--- src/rtl/snax_tcdm_rr_arbiter.sv ---
// snax_tcdm_rr_arbiter
// Shares one TCDM reqrsp port between NumReq requesters. The request (q)
// channel is granted round-robin and the grant is held until its handshake.
// An in-order ID FIFO remembers which requester issued each accepted request,
// so each response (p) is steered back to that requester.
//
// Ports
//   clk_i, rst_i             clock, asynchronous active-high reset
//   req_*_i / req_ready_o    per-requester q channel (flattened, k-th slice per requester)
//   rsp_valid_o, rsp_data_o  one-hot p valid to the owner, broadcast p data
//   mem_q_* / mem_p_*        shared TCDM port
//   outstanding_o            accepted-but-unanswered request count
//   err_o                    sticky: response arrived with nothing outstanding
//
// State | meaning
// IDLE   | no grant held; arbitrate among valid requesters when FIFO not full
// LOCKED | requester gnt_q owns the TCDM q channel until its handshake
module snax_tcdm_rr_arbiter #(
    parameter int unsigned NumReq         = 4,
    parameter int unsigned AddrWidth      = 48,
    parameter int unsigned DataWidth      = 64,
    parameter int unsigned MaxOutstanding = 8,
    localparam int unsigned StrbWidth     = DataWidth / 8,
    localparam int unsigned IdW           = (NumReq > 1) ? $clog2(NumReq) : 1,
    localparam int unsigned CntW          = $clog2(MaxOutstanding) + 1,
    localparam int unsigned PtrW          = (MaxOutstanding > 1) ? $clog2(MaxOutstanding) : 1
) (
    input  logic                            clk_i,
    input  logic                            rst_i,
    input  logic [NumReq-1:0]               req_valid_i,
    output logic [NumReq-1:0]               req_ready_o,
    input  logic [NumReq*AddrWidth-1:0]     req_addr_i,
    input  logic [NumReq-1:0]               req_write_i,
    input  logic [NumReq*DataWidth-1:0]     req_data_i,
    input  logic [NumReq*StrbWidth-1:0]     req_strb_i,
    output logic [NumReq-1:0]               rsp_valid_o,
    output logic [DataWidth-1:0]            rsp_data_o,
    output logic                            mem_q_valid_o,
    input  logic                            mem_q_ready_i,
    output logic [AddrWidth-1:0]            mem_q_addr_o,
    output logic                            mem_q_write_o,
    output logic [DataWidth-1:0]            mem_q_data_o,
    output logic [StrbWidth-1:0]            mem_q_strb_o,
    input  logic                            mem_p_valid_i,
    input  logic [DataWidth-1:0]            mem_p_data_i,
    output logic [CntW-1:0]                 outstanding_o,
    output logic                            err_o
);

    typedef enum logic {IDLE, LOCKED} state_e;

    state_e              state_q, state_d;
    logic [IdW-1:0]      gnt_q, gnt_d;
    logic [IdW-1:0]      rr_q, rr_d;
    logic [CntW-1:0]     cnt_q, cnt_d;
    logic [PtrW-1:0]     wr_q, rd_q;
    logic [IdW-1:0]      id_fifo_q [MaxOutstanding];
    logic                err_q;

    logic                fifo_full, fifo_empty, push, pop;
    logic                pick_found;
    logic [IdW-1:0]      pick_idx;
    logic [IdW:0]        pick_sum;
    logic [2*NumReq-1:0] valid_dbl;
    logic [NumReq-1:0]   valid_rot;

    logic [AddrWidth-1:0] addr_s [NumReq];
    logic [DataWidth-1:0] data_s [NumReq];
    logic [StrbWidth-1:0] strb_s [NumReq];

    for (genvar k = 0; k < NumReq; k++) begin : g_slice
        assign addr_s[k] = req_addr_i[k*AddrWidth +: AddrWidth];
        assign data_s[k] = req_data_i[k*DataWidth +: DataWidth];
        assign strb_s[k] = req_strb_i[k*StrbWidth +: StrbWidth];
    end

    assign fifo_empty = (cnt_q == '0);
    assign fifo_full  = (cnt_q == CntW'(MaxOutstanding));
    // A response needs an ID that was already registered; a same-cycle push cannot serve it.
    assign pop        = mem_p_valid_i && !fifo_empty;

    // Rotate valids so the pointer lands on bit 0; the first set bit is the
    // circular distance from the pointer, then fold the sum back into range.
    always_comb begin
        valid_dbl  = {req_valid_i, req_valid_i} >> rr_q;
        valid_rot  = valid_dbl[NumReq-1:0];
        pick_found = 1'b0;
        pick_sum   = '0;
        for (int unsigned j = 0; j < NumReq; j++) begin
            if (!pick_found && valid_rot[j]) begin
                pick_found = 1'b1;
                pick_sum   = {1'b0, rr_q} + (IdW+1)'(j);
            end
        end
        if (pick_sum >= (IdW+1)'(NumReq)) begin
            pick_sum = pick_sum - (IdW+1)'(NumReq);
        end
        pick_idx = pick_sum[IdW-1:0];
    end

    always_comb begin
        state_d       = state_q;
        gnt_d         = gnt_q;
        rr_d          = rr_q;
        push          = 1'b0;
        req_ready_o   = '0;
        mem_q_valid_o = 1'b0;
        mem_q_addr_o  = '0;
        mem_q_write_o = 1'b0;
        mem_q_data_o  = '0;
        mem_q_strb_o  = '0;
        case (state_q)
            IDLE: begin
                if (!fifo_full && pick_found) begin
                    gnt_d   = pick_idx;
                    state_d = LOCKED;
                end
            end
            LOCKED: begin
                mem_q_valid_o      = req_valid_i[gnt_q];
                mem_q_addr_o       = addr_s[gnt_q];
                mem_q_write_o      = req_write_i[gnt_q];
                mem_q_data_o       = data_s[gnt_q];
                mem_q_strb_o       = strb_s[gnt_q];
                req_ready_o[gnt_q] = mem_q_ready_i;
                if (req_valid_i[gnt_q] && mem_q_ready_i) begin
                    push    = 1'b1;
                    rr_d    = (gnt_q == IdW'(NumReq - 1)) ? '0 : gnt_q + IdW'(1);
                    state_d = IDLE;
                end
            end
            default: state_d = IDLE;
        endcase
    end

    always_comb begin
        rsp_valid_o = '0;
        rsp_data_o  = '0;
        if (pop) begin
            rsp_valid_o[id_fifo_q[rd_q]] = 1'b1;
            rsp_data_o                   = mem_p_data_i;
        end
    end

    always_comb begin
        cnt_d = cnt_q;
        if (push && !pop) begin
            cnt_d = cnt_q + CntW'(1);
        end else if (pop && !push) begin
            cnt_d = cnt_q - CntW'(1);
        end
    end

    always_ff @(posedge clk_i or posedge rst_i) begin
        if (rst_i) begin
            state_q <= IDLE;
            gnt_q   <= '0;
            rr_q    <= '0;
            cnt_q   <= '0;
            wr_q    <= '0;
            rd_q    <= '0;
            err_q   <= 1'b0;
        end else begin
            state_q <= state_d;
            gnt_q   <= gnt_d;
            rr_q    <= rr_d;
            cnt_q   <= cnt_d;
            if (push) wr_q <= wr_q + PtrW'(1);
            if (pop)  rd_q <= rd_q + PtrW'(1);
            if (mem_p_valid_i && fifo_empty) err_q <= 1'b1;
        end
    end

    // ID storage needs no reset: occupancy and pointers define what is valid.
    always_ff @(posedge clk_i) begin
        if (push) id_fifo_q[wr_q] <= gnt_q;
    end

    assign outstanding_o = cnt_q;
    assign err_o         = err_q;

endmodule

--- config.mk ---
export PLATFORM = sky130hd
export DESIGN_NAME = snax_tcdm_rr_arbiter
export DESIGN_NICKNAME = d
export VERILOG_FILES = /design/src/rtl/snax_tcdm_rr_arbiter.sv
export SDC_FILE = /design/constraint.sdc
export NUM_CORES = 1
export LEC_CHECK = 0
export CELL_PAD_IN_SITES_DETAIL_PLACEMENT = 1
export CELL_PAD_IN_SITES_GLOBAL_PLACEMENT = 2
export CORE_AREA = 4 4 289 291
export DETAILED_ROUTE_END_ITERATION = 16
export DIE_AREA = 0 0 293 295
export PLACE_DENSITY = 0.55
export SYNTH_ARGS = -nofsm -noshare
export SYNTH_HDL_FRONTEND = slang
export SYNTH_SLANG_ARGS = --single-unit
--- constraint.sdc ---
create_clock -name clk_i -period 2.8 [get_ports clk_i]
set_input_delay 0.56 -clock clk_i [delete_from_list [all_inputs] [get_ports clk_i]]
set_output_delay 0.56 -clock clk_i [all_outputs]
set_load 0.1 [all_outputs]
======== Yosys cells after proc, flatten, opt, wreduce, memory -nomap -nowiden ========
Memories as Yosys holds them, arrays and structs flattened.
Cells that the tools add are included.
storage, ports and cells
  memory bits (writable) .................. 16
  ROM bits ................................ 0
  flip-flop bits (word level) ............. 16
  input bits .............................. 556
  bits in latches ......................... 0
  output and inout port bits .............. 199
  memories kept ........................... 1
operators by class
  divide/modulo/power cells ............... 0
  magnitude comparators ................... 6
  shift-type cells ........................ 1
  $mul .................................... 0
  $add $sub $neg .......................... 9
  bitwise logic cells ..................... 3
  reduce and logical (&&, ||, !) cells .... 22
  eq/ne operators ......................... 2
  mux-type cells .......................... 44
memories
  name       words  bits a word  rd ports  clocked after memory_dff  wr ports  line  text
  id_fifo_q  8      2            1         0                         1         57    logic [IdW-1:0] id_fifo_q [MaxOutstanding];
operators with widths
  operator                                             number
  two-way mux 64 bit                                   4
  two-way mux 48 bit                                   3
  binary-select mux 64 bit (select 2 bit)              1
  binary-select mux 48 bit (select 2 bit)              1
  two-way mux 8 bit                                    3
  binary-select mux 8 bit (select 2 bit)               1
  two-way mux 1 bit                                    16
  two-way mux 4 bit                                    4
  logical AND 1 bit                                    11
  two-way mux 3 bit                                    3
  right shift 8 x 2 -> 4 bit                           1
  zero test 1 bit                                      7
  adder 2 x 2 -> 3 bit, second input constant          2
  adder 3 x 1 -> 3 bit, second input constant          2
  >= comparator 3 bit, second input constant           2
  < comparator 2 x 3 -> 1 bit, second input constant   2
  two-way mux 2 bit                                    3
  adder 4 x 1 -> 4 bit, second input constant          1
  bitwise AND 4 bit                                    1
  binary-select mux 1 bit (select 2 bit)               2
  demux 1 bit (select 2 bit)                           2
  == test 4 bit, second input constant                 1
  >= comparator 2 x 1 -> 1 bit, second input constant  2
  zero test 4 bit                                      1
  10 further kinds                                     11

======== Depth between registers and ports, before layout ========
Gate-level depths: netlist of run 1.
  depth after elaboration ................. 14
  gate-level depth with buffers ........... 11
  mapped depth without buffers ............ 10

======== Least setup slack after synthesis of run 1 ========
OpenSTA, ideal clock, no wires.
  path kind ............................... reg-to-output
  start ................................... reg cnt_q[0] (netlist: outstanding_o[0])
  end ..................................... out rsp_valid_o[3]
  stages on the path, launching flop included .. 6
  buffers on the path ..................... 1
  setup slack ............................. -1.518 ns
  data arrival time ....................... 3.758 ns
  cell sequence ........................... dfrtp_1 > nor4_2 > nor2b_2 > buf_2 > inv_1 > nor3_1
on the way
  cells in the longest elaborated chain, start to end .. 4
RTL lines
  item                    line  text
  from (decl)             55    logic [CntW-1:0] cnt_q, cnt_d;
  from (signal assigned)  167   cnt_q <= cnt_d;
  zero test 4 bit         77    assign fifo_empty = (cnt_q == '0);
  zero test 1 bit         80    assign pop = mem_p_valid_i && !fifo_empty;
  logical AND 1 bit       80
  two-way mux 4 bit       139   if (pop) begin
  to (decl)               36    output logic [NumReq-1:0] rsp_valid_o,
Every way passes these cells.

======== Worst setup path in the final report of run 1 ========
  start ................................... reg gnt_q[0]
  end ..................................... reg cnt_q[3] (netlist: outstanding_o[3])
on the way
  cells in the longest elaborated chain, start to end .. 8
  elaborated cells between the ends (all ways) .. 10
  those cells by class .................... mux: 5; reduce/logical: 5
RTL lines
  item                                         line  text
  from (decl)                                  53    logic [IdW-1:0] gnt_q, gnt_d;
  from (signal assigned)                       165   gnt_q <= gnt_d;
  binary-select mux 1 bit (select 2 bit) (*)   126   if (req_valid_i[gnt_q] && mem_q_ready_i) begin
  two-way mux 1 bit (implied by the code) (*)  126
  logical AND 1 bit (*)                        126
  two-way mux 1 bit (*)                        126
  two-way mux 1 bit (*)                        112   case (state_q)
  net push                                     60    logic fifo_full, fifo_empty, push, pop;
  zero test 1 bit                              149   end else if (pop && !push) begin
  logical AND 1 bit                            149
  nonzero test 2 bit (no source line)          --
Mark *: on every way through the listed nets, which the timed path passes. The rest lies on a longest branch. The select of a mux whose other input is x is not followed.
A chain may end at the register's enable or synchronous reset.

==> impl_metrics.json, run 1 <==
{
  "whs_path_depth": 1,
  "crit_type": "reg -> reg",
  "synth_top_area_cell": "mux4_2",
  "fp.dieW_um": 293,
  "track_usage": 0.119,
  "grt-ovfl-total": 0,
  "synth_cell_types": 41,
  "antenna_found_initial": 12,
  "max-clock-path-buffers": 2,
  "dr_wl_met3_um": 5860,
  "synth_area_mm2": 0.00583,
  "clkPwrFrac": 0.024,
  "cp_data_required_time_ns": 2.96,
  "grt_pass1_wl_um": 73200,
  "clk_latency_ns": 0.28,
  "crit_buf_inv": 3,
  "vias": 7729,
  "synth_nets": 1060,
  "finalClockSkew_ns": 0.00402,
  "min_path_type": "reg -> reg",
  "antenna_left": 0,
  "fmax_ghz": 0.365,
  "drc": 0,
  "grt_max_degree": 85,
  "port_buffers": 754,
  "total_power_mw": 23.2,
  "rr_endpoint": "outstanding_o[3]$_DFFE_PP0P_",
  "avgViaCountPerCell": 3.34,
  "slew_viol_final": 0,
  "cts_tree": "yes",
  "die_area_mm2": 0.0864,
  "cp_top_family": "compound AO/OA/AOI/OAI gates",
  "final_cell_mix": "551 x clkdlybuf4s50_1, 202 x buf_12, 185 x and2_1",
  "finalHoldViolations": 0,
  "gp_congestion": 0.908,
  "grt_pass1_vias": 9022,
  "p_leak_nw": 6.21,
  "initial_utilization": 0.0724,
  "cts_made_buffers": 5,
  "fin_crit_sh": 0.979,
  "ys_ff_latch": 32,
  "yosysWarnings": 0,
  "synth_ff_type": "edfxtp_1",
  "wl_met2_um": 29800,
  "finalInstanceArea_mm2": 0.0172,
  "routedWlPerCell_um": 23.6,
  "dp_hpwl_um": 48100,
  "layout-drive-gt1-share": 0.321,
  "worst-r2r-setup-slack_ns": 0.06,
  "syn_area_per_cell_um2": 11.8,
  "cp_max_fo": 3,
  "drt-initial-drc-count": 173,
  "highest_layer": "met5",
  "power.density_mw_per_mm2": 1350,
  "maxCapViolCount": 0,
  "combPwrFrac": 0.935,
  "hold_end": "err_o$_DFFE_PP0P_",
  "wl_met1_um": 18200,
  "crit_slowest_cell": "dfrtp_4",
  "rows": 104,
  "die_h_um": 295,
  "placed_area_mm2": 0.0167,
  "p_sw_frac": 0.596,
  "regArea_um2": 906,
  "root_buffer": "clkbuf_16",
  "final_common_cell": "clkdlybuf4s50_1",
  "seq_power_share": 0.041,
  "timing.slew.headroom": 0.479,
  "finalSetupViolCount": 0,
  "synth_edf_count": 16,
  "reg2reg_depth": 11,
  "clkTransAtPathRegs_ns": 0.06,
  "p_switching_mw": 13.8,
  "utilization": 0.214,
  "status": "completed",
  "end_kind": "register",
  "path_cells": "buf_6, mux4_2, nand3_4, inv_4, ha_4, inv_4, ha_4, a21o_1, a2111oi_4, a31oi_1, a221o_1",
  "fillers": 9021,
  "finalCriticalPeriod_ns": 2.74,
  "core_area_mm2": 0.0805,
  "hold_start": "err_o$_DFFE_PP0P_",
  "rr_startpoint": "gnt_q[0]$_DFFE_PP0P_",
  "max_stage_delay_ns": 0.51,
  "rsz0062_at_grt": "true",
  "clock_sinks": 32,
  "intPower_mw": 9.38,
  "firstDrtPassIters": 4,
  "yosysSeqAreaShare": 0.151,
  "start_kind": "register",
  "finalWirelength_um": 54500,
  "synth_area_leaders": "mux4_2 48%, and2_1 20%, edfxtp_1 8.2%",
  "ir_drop_v": 0.000737,
  "syn_to_final_growth_pct": 196,
  "tightest_slew_ns": 0.781,
  "synthArstFlopShare": 0.500,
  "final_nets": 1814,
  "yosysTopAreaCellShare": 0.479,
  "hold_ws_ns": 0.541,
  "netlist_instances": 494,
  "multiInputGateArea_mm2": 0.00473,
  "io_pins": 755,
  "setup-tns-final_ns": 0,
  "htree_levels": 2,
  "arrival_ns": 2.90
}
## cells by family (layout without fill, tap and decap cells)
kind of cell / count (synthesis) / in the layout / share of synthesized area
and+or+nand+nor: 236 / 236 / 0.247
buffers and inverters: 59 / 814 / 0.0541
adders and majority gates: 10 / 10 / 0.0227
muxes: 133 / 133 / 0.495
DFF: 32 / 32 / 0.151
other: 0 / 3 / 0
AOI/OAI and AO/OA: 18 / 18 / 0.0215
xor gates and xnor gates: 6 / 6 / 0.00901
## cells in the mapped netlist, types with 3 or more instances
master and n:
and2_1 186, mux4_2 124, clkbuf_1 26, dfrtp_1 16, edfxtp_1 16, nand2_1 16
buf_2 15, buf_6 10, ha_1 9, mux2i_1 7, nor3_1 7, and3_1 6
inv_1 6, xnor2_1 6, nor2_1 5, a21o_1 4, a21oi_1 3, nand2b_1 3
nor4_1 3
## power by group through the flow
stage          combinational (mW)  clock [mW]  sequential (mW)
2_1_floorplan                12.9           0             1.11
3_3_place_gp                 21.3           0            0.964
3_5_place_dp                 21.3           0            0.970
4_1_cts                      22.0       0.573            0.973
5_1_grt                      22.6       0.595            0.990
6_report                     21.7       0.551            0.957
## layer usage
layer	vias to the layer above	global-route usage
met5	-	0
li1	3410	-
met2	423	0.230
met4	12	0.0173
met1	3849	0.124
met3	35	0.0477
## through the flow
step                worst slack [ns]  cells
global route                 -0.0412   2310
global placement              -0.431   2285
detailed placement            -0.494   2285
floorplan                    0.00950    494
CTS                          -0.0293   2308
finish                        0.0582   2312
## sequential cells by signal, indices dropped and copies added, names as in the netlist
signal / cells
err_o: 1
wr_q: 3
rr_q: 2
rd_q: 3
state_q: 1
gnt_q: 2
outstanding_o: 4
id_fifo_q: 16
## cell type report
class | count | share of cell area
Antenna cell | 3 | 0.000435
Clock buffer | 5 | 0.00726
Clock inverter | 3 | 0.00138
Inverter | 7 | 0.00210
Multi-Input combinational cell | 403 | 0.274
Sequential cell | 32 | 0.0525
Tap cell | 1060 | 0.0769
Timing Repair Buffer | 799 | 0.585
## worst max-delay path by stage
stage | slack, ns | cells after the start | end | startpoint
2_1_floorplan | 0.01 | 11 | outstanding_o[3]$_DFFE_PP0P_ | gnt_q[0]$_DFFE_PP0P_
3_3_place_gp | -0.43 | 11 | outstanding_o[3]$_DFFE_PP0P_ | req_valid_i[0]
3_5_place_dp | -0.49 | 11 | outstanding_o[3]$_DFFE_PP0P_ | req_valid_i[0]
4_1_cts | -0.03 | 11 | outstanding_o[3]$_DFFE_PP0P_ | gnt_q[0]$_DFFE_PP0P_
5_1_grt | -0.04 | 11 | outstanding_o[3]$_DFFE_PP0P_ | gnt_q[0]$_DFFE_PP0P_
6_report | 0.06 | 11 | outstanding_o[3]$_DFFE_PP0P_ | gnt_q[0]$_DFFE_PP0P_
## repair_timing
item	CTS	global route
resized for setup	17	9
hold buffers	0	0
setup buffers	10	2
setup endpoints to repair	80	31
pin swaps	4	0
cloned	5	0
(Power assumes the default switching activity.)
==> inputs of run 2 (changes only) <==
- CORE_AREA: 4 4 289 291 -> 4 4 290 292
- DIE_AREA: 0 0 293 295 -> 0 0 294 296
- PLACE_DENSITY: 0.55 -> 0.53
- RECOVER_POWER: default -> 25
- clock period: 2.8 -> 3.4 ns (I/O delays scaled with it)
==> run 2 against run 1 <==
Global-route usage is 0.56 points lower. First-iteration DRC count grew 28%. Non-clock buffer count fell by 24. Cell count fell by 0.65%. Clock power fell by 7.4%. Sequential share of layout area is 0.37 points higher. Combinational power fell by 28%. Critical path depth unchanged. Hold slack improved by 0.0076 ns. Die area grew 0.68%. Largest power group unchanged.
==> impl_metrics.json, run 2 (same netlist as run 1, synthesis figures left out) <==
{
  "utilization": 0.194,
  "grt_pass1_vias": 8714,
  "antenna_left": 0,
  "start_kind": "input pin",
  "drt-initial-drc-count": 222,
  "gp_congestion": 0.790,
  "finalSetupViolCount": 0,
  "antenna_found_initial": 18,
  "finalClockSkew_ns": 0.00477,
  "final_nets": 1790,
  "layout-drive-gt1-share": 0.288,
  "p_leak_nw": 5.71,
  "max-clock-path-buffers": 2,
  "final_common_cell": "clkdlybuf4s50_1",
  "top_register": "id_fifo_q",
  "hold_start": "err_o$_DFFE_PP0P_",
  "hold_end": "err_o$_DFFE_PP0P_",
  "status": "completed",
  "path_cells": "clkdlybuf4s50_1, mux4_2, nand3_4, inv_2, ha_1, inv_1, ha_1, a21o_1, a2111oi_1, a31oi_1, a221o_1",
  "rows": 105,
  "htree_levels": 2,
  "clock_sinks": 32,
  "die_h_um": 296,
  "maxCapViolCount": 0,
  "fin_crit_sh": 0.956,
  "rr_endpoint": "outstanding_o[3]$_DFFE_PP0P_",
  "rsz0062_at_grt": "false",
  "routedWlPerCell_um": 23.1,
  "finalHoldViolations": 0,
  "reg2reg_depth": 10,
  "syn_to_final_growth_pct": 172,
  "fmax_ghz": 0.308,
  "power.density_mw_per_mm2": 1070,
  "arrival_ns": 3.41,
  "clkTransAtPathRegs_ns": 0.06,
  "grt_max_degree": 70,
  "root_buffer": "clkbuf_16",
  "grt-ovfl-total": 0,
  "cp_max_fo": 3,
  "total_power_mw": 16.9,
  "placed_area_mm2": 0.0157,
  "finalWirelength_um": 53000,
  "cts_made_buffers": 5,
  "largest_reg_flops": 16,
  "fp.dieW_um": 294,
  "crit_type": "in -> reg",
  "path_common_cell": "ha_1",
  "die_area_mm2": 0.0870,
  "final_cell_mix": "554 x clkdlybuf4s50_1, 186 x and2_1, 130 x buf_12",
  "end_kind": "register",
  "firstDrtPassIters": 4,
  "max_stage_delay_ns": 0.56,
  "drc": 0,
  "vias": 7523,
  "port_buffers": 754,
  "numPlacedInstances": 2287,
  "timing.slew.headroom": 0.174,
  "core_area_mm2": 0.0816,
  "dp_hpwl_um": 47400,
  "finalInstanceArea_mm2": 0.0159,
  "cp_data_required_time_ns": 3.56,
  "whs_path_depth": 1,
  "crit_slowest_cell": "mux4_2",
  "cts_tree": "yes",
  "avgViaCountPerCell": 3.28,
  "rr_startpoint": "outstanding_o[0]$_DFFE_PP0P_",
  "min_path_type": "reg -> reg",
  "finalCriticalPeriod_ns": 3.25,
  "tightest_slew_ns": 1.24,
  "initial_utilization": 0.0715,
  "ir_drop_v": 0.000616,
  "grt_pass1_wl_um": 70400,
  "clk_latency_ns": 0.28,
  "slew_viol_final": 0,
  "layout.cells.non_filler": 2297,
  "track_usage": 0.114,
  "worst-r2r-setup-slack_ns": 0.38,
  "io_pins": 755
}
-- run 2: changes by cell type in the layout (fill, tap and decap cells not counted), moves of 3 or more --
cell             change
buf_12              -72
buf_16               -7
buf_4               +49
buf_6                -3
clkbuf_1            +10
clkdlybuf4s50_1      +3
dfrtp_1              +5
dfrtp_4              -3
dlygate4sd2_1        -4
ha_1                 +3
ha_4                 -3
-- run 2: power breakdown --
| group | switching (mW) | leakage, nW | total, mW | internal (mW) |
|---|---|---|---|---|
| Combinational | 10.5 | 5.29 | 15.6 | 5.15 |
| Sequential | 0.243 | 0.332 | 0.802 | 0.559 |
| Clock | 0.166 | 0.0798 | 0.510 | 0.344 |
| Total | 10.9 | 5.71 | 16.9 | 6.06 |
-- run 2: repair_timing --
action | CTS | global route
hold buffers | 0 | 0
gates resized for setup | 0 | 1
buffers inserted | 0 | 0
setup endpoints to repair | 0 | 1
-- run 2: final cells by class --
type | instances | area (um^2)
well taps | 1070 | 1340
multi-input cells | 403 | 4640
clock inverters | 3 | 42.5
repair buffers | 775 | 8800
flip-flops and latches | 32 | 892
diodes | 2 | 5.00
clock buffers | 5 | 125
fillers | 9318 | 65700
inverters | 7 | 26.3
-- run 2: worst max-delay path by stage --
stage                                         to                         start  slack, ns
floorplan                         rsp_valid_o[2]  outstanding_o[0]$_DFFE_PP0P_      -0.19
global placement    outstanding_o[3]$_DFFE_PP0P_                req_valid_i[1]      -0.19
detailed placement  outstanding_o[3]$_DFFE_PP0P_                req_valid_i[0]      -0.23
CTS                 outstanding_o[3]$_DFFE_PP0P_                req_valid_i[0]       0.08
global route        outstanding_o[3]$_DFFE_PP0P_                req_valid_i[0]       0.03
finish              outstanding_o[3]$_DFFE_PP0P_                req_valid_i[0]       0.15
-- run 2: worst max-delay path: cells and delay by family --
kind / cells / cell delay, ns
AND/OR/NAND/NOR: 1 / 0.13
AO/OA/AOI/OAI: 4 / 1.03
adder cells (fa/ha/maj): 2 / 0.43
buffers and inverters: 3 / 0.57
multiplexers: 1 / 0.56
-- run 2: per-stage QoR --
step                      setup TNS [ns]  hold WS (ns)  setup slack (ns)
after floorplan                   -0.386         0.524            -0.193
after global placement            -0.185         0.579            -0.185
after detailed placement          -0.227         0.581            -0.227
after CTS                              0         0.595            0.0833
after global routing                   0         0.588            0.0308
final                                  0         0.549             0.149
-- run 2: metal layers --
metal	wire length [um]	up-vias	global-route usage
met5	115	-	0
met1	18600	3675	0.119
met3	5650	37	0.0494
met4	312	18	0.0101
li1	-	3353	-
met2	28300	440	0.218
==> inputs of run 3 (changes only) <==
--- a/config.mk
+++ b/config.mk
@@ -11,5 +11,5 @@
 export DETAILED_ROUTE_END_ITERATION = 16
 export DIE_AREA = 0 0 294 296
-export PLACE_DENSITY = 0.53
+export PLACE_DENSITY_LB_ADDON = 0.1
 export RECOVER_POWER = 25
 export SYNTH_ARGS = -nofsm -noshare
==> constraint.sdc (replaced) <==
create_clock -name clk_i -period 3.4 [get_ports clk_i]
set_input_delay 0.68 -clock clk_i [delete_from_list [all_inputs] [get_ports clk_i]]
set_output_delay 0.68 -clock clk_i [all_outputs]
set_load 0.02 [all_outputs]
==> run 3 against run 2 <==
Total power decreased by 42%. Clock skew is essentially flat. Combinational power decreased by 45%. Fmax fell by 0.68%. Critical path depth fell by 6. Routed wire length rose by 0.18%. Sequential power is 4.2% lower. Clock power is 5.3% higher. Cell area decreased by 5.2%. Sequential share of layout area grew 0.31 points. First-iteration DRC count is 16% lower. Critical endpoint is now mem_q_addr_o[20].
==> impl_metrics.json, run 3 (same netlist as run 1, synthesis figures left out) <==
{
  "status": "completed",
  "regArea_um2": 892,
  "cts_made_buffers": 5,
  "setup-tns-final_ns": 0,
  "fmax_ghz": 0.305,
  "cts_resized": 0,
  "clock_sinks": 32,
  "io_pins": 755,
  "htree_levels": 2,
  "multiInputGateArea_mm2": 0.00462,
  "timing.slew.headroom": 0.483,
  "final_common_cell": "clkdlybuf4s50_1",
  "syn_to_final_growth_pct": 158,
  "slew_viol_final": 0,
  "grt.met3_usage": 0.0435,
  "layout.cells.non_filler": 2325,
  "clk_latency_ns": 0.28,
  "finalHoldViolations": 0,
  "grt_pass1_vias": 8599,
  "antenna_found_initial": 16,
  "routedWlPerCell_um": 22.8,
  "port_buffers": 754,
  "end_kind": "output pin",
  "post_cts_buffers": 0,
  "antenna_left": 0,
  "busiest_layer": "met2",
  "min_path_type": "reg -> reg",
  "layout-drive-gt1-share": 0.143,
  "numPlacedInstances": 2306,
  "drc": 0,
  "ir_drop_v": 0.000269,
  "max-clock-path-buffers": 2,
  "vias": 7474,
  "p_leak_nw": 5.12,
  "final_cell_mix": "745 x clkdlybuf4s50_1, 186 x and2_1, 124 x mux4_2",
  "rsz0062_at_grt": "false",
  "crit_slowest_cell": "clkdlybuf4s50_1",
  "fin_crit_sh": 0.963,
  "start_kind": "register",
  "final_nets": 1809,
  "cp_data_required_time_ns": 2.72,
  "path_cells": "buf_12, buf_4, mux4_2, and2_1, clkdlybuf4s50_1",
  "root_buffer": "clkbuf_16",
  "die_h_um": 296,
  "die_area_mm2": 0.0870,
  "gr-usage-met2": 0.218,
  "core_area_mm2": 0.0816,
  "top_register": "id_fifo_q",
  "fillers": 9353,
  "cp_max_fo": 13,
  "finalWirelength_um": 53100,
  "dp_hpwl_um": 47400,
  "finalClockSkew_ns": 0.00457,
  "fp.dieW_um": 294,
  "initial_utilization": 0.0715,
  "grtUsageMet1": 0.114,
  "avgViaCountPerCell": 3.21,
  "max_stage_delay_ns": 0.59,
  "arrival_ns": 2.59,
  "ctsHoldBuffers": 0,
  "tightest_slew_ns": 0.769,
  "firstDrtPassIters": 4,
  "rows": 105,
  "gp_congestion": 0.774,
  "track_usage": 0.113,
  "grt_pass1_wl_um": 69800,
  "clkTransAtPathRegs_ns": 0.06,
  "finalSetupViolCount": 0,
  "crit_type": "reg -> out",
  "power.density_mw_per_mm2": 654,
  "cts_tree": "yes",
  "maxCapViolCount": 0,
  "drt-initial-drc-count": 187,
  "finalCriticalPeriod_ns": 3.27,
  "grt_max_degree": 71,
  "grt-ovfl-total": 0,
  "largest_reg_flops": 16
}
-- run 3: final cells by class --
cell class / instances / share of cell area
Sequential cell: 32 / 0.0593
Antenna cell: 11 / 0.00183
Clock buffer: 5 / 0.00832
Multi-Input combinational cell: 403 / 0.307
Inverter: 7 / 0.00175
Timing Repair Buffer: 794 / 0.529
Tap cell: 1070 / 0.0890
Clock inverter: 3 / 0.00308
-- run 3: path summary, 6_finish.rpt --
| check | endpoint | slack (ns) | cells past startpoint | from |
|---|---|---|---|---|
| max in group asynchronous | state_q$_DFF_PP0_ | 1.86 | 2 | rst_i |
| setup / recovery | mem_q_addr_o[20] | 0.13 | 5 | gnt_q[0]$_DFFE_PP0P_ |
| hold / removal | err_o$_DFFE_PP0P_ | 0.45 | 1 | err_o$_DFFE_PP0P_ |
| hold reg to reg | err_o$_DFFE_PP0P_ | 0.45 | 1 | err_o$_DFFE_PP0P_ |
| setup reg to reg | outstanding_o[3]$_DFFE_PP0P_ | 0.29 | 10 | outstanding_o[2]$_DFFE_PP0P_ |
| min in group asynchronous | err_o$_DFFE_PP0P_ | 0.98 | 2 | rst_i |
-- run 3: layer usage --
metal,part of all wire,wire length (um)
met3,0.093,4920
met4,0.011,609
met2,0.56,29500
met5,0.00064,34
met1,0.34,18000
-- run 3: worst max-delay path, delay by kind of cell, from the launching register on --
family / cells / cell delay, ns
and+or+nand+nor: 1 / 0.24
muxes: 1 / 0.52
DFF: 1 / 0.48
buffers and inverters: 3 / 1.05
-- run 3: report_power, final --
part | internal [mW] | leakage [nW] | total [mW] | switching [mW]
combinational | 4.46 | 4.71 | 8.53 | 4.07
clock | 0.348 | 0.0805 | 0.537 | 0.188
sequential | 0.560 | 0.332 | 0.768 | 0.208
-- run 3: stage by stage --
step / area, um^2 / utilization / power [mW] / setup slack, ns / hold slack, ns
floorplan: 5830 / - / 5.30 / 0.365 / 0.524
global placement: 14900 / 0.182 / 9.73 / -0.0171 / 0.442
detailed placement: 14900 / 0.182 / 9.66 / -0.0995 / 0.454
CTS: 15000 / 0.184 / 10.3 / 0.0545 / 0.465
global route: 15000 / 0.184 / 10.5 / 0.0173 / 0.470
finish: 15000 / 0.184 / 9.84 / 0.127 / 0.455
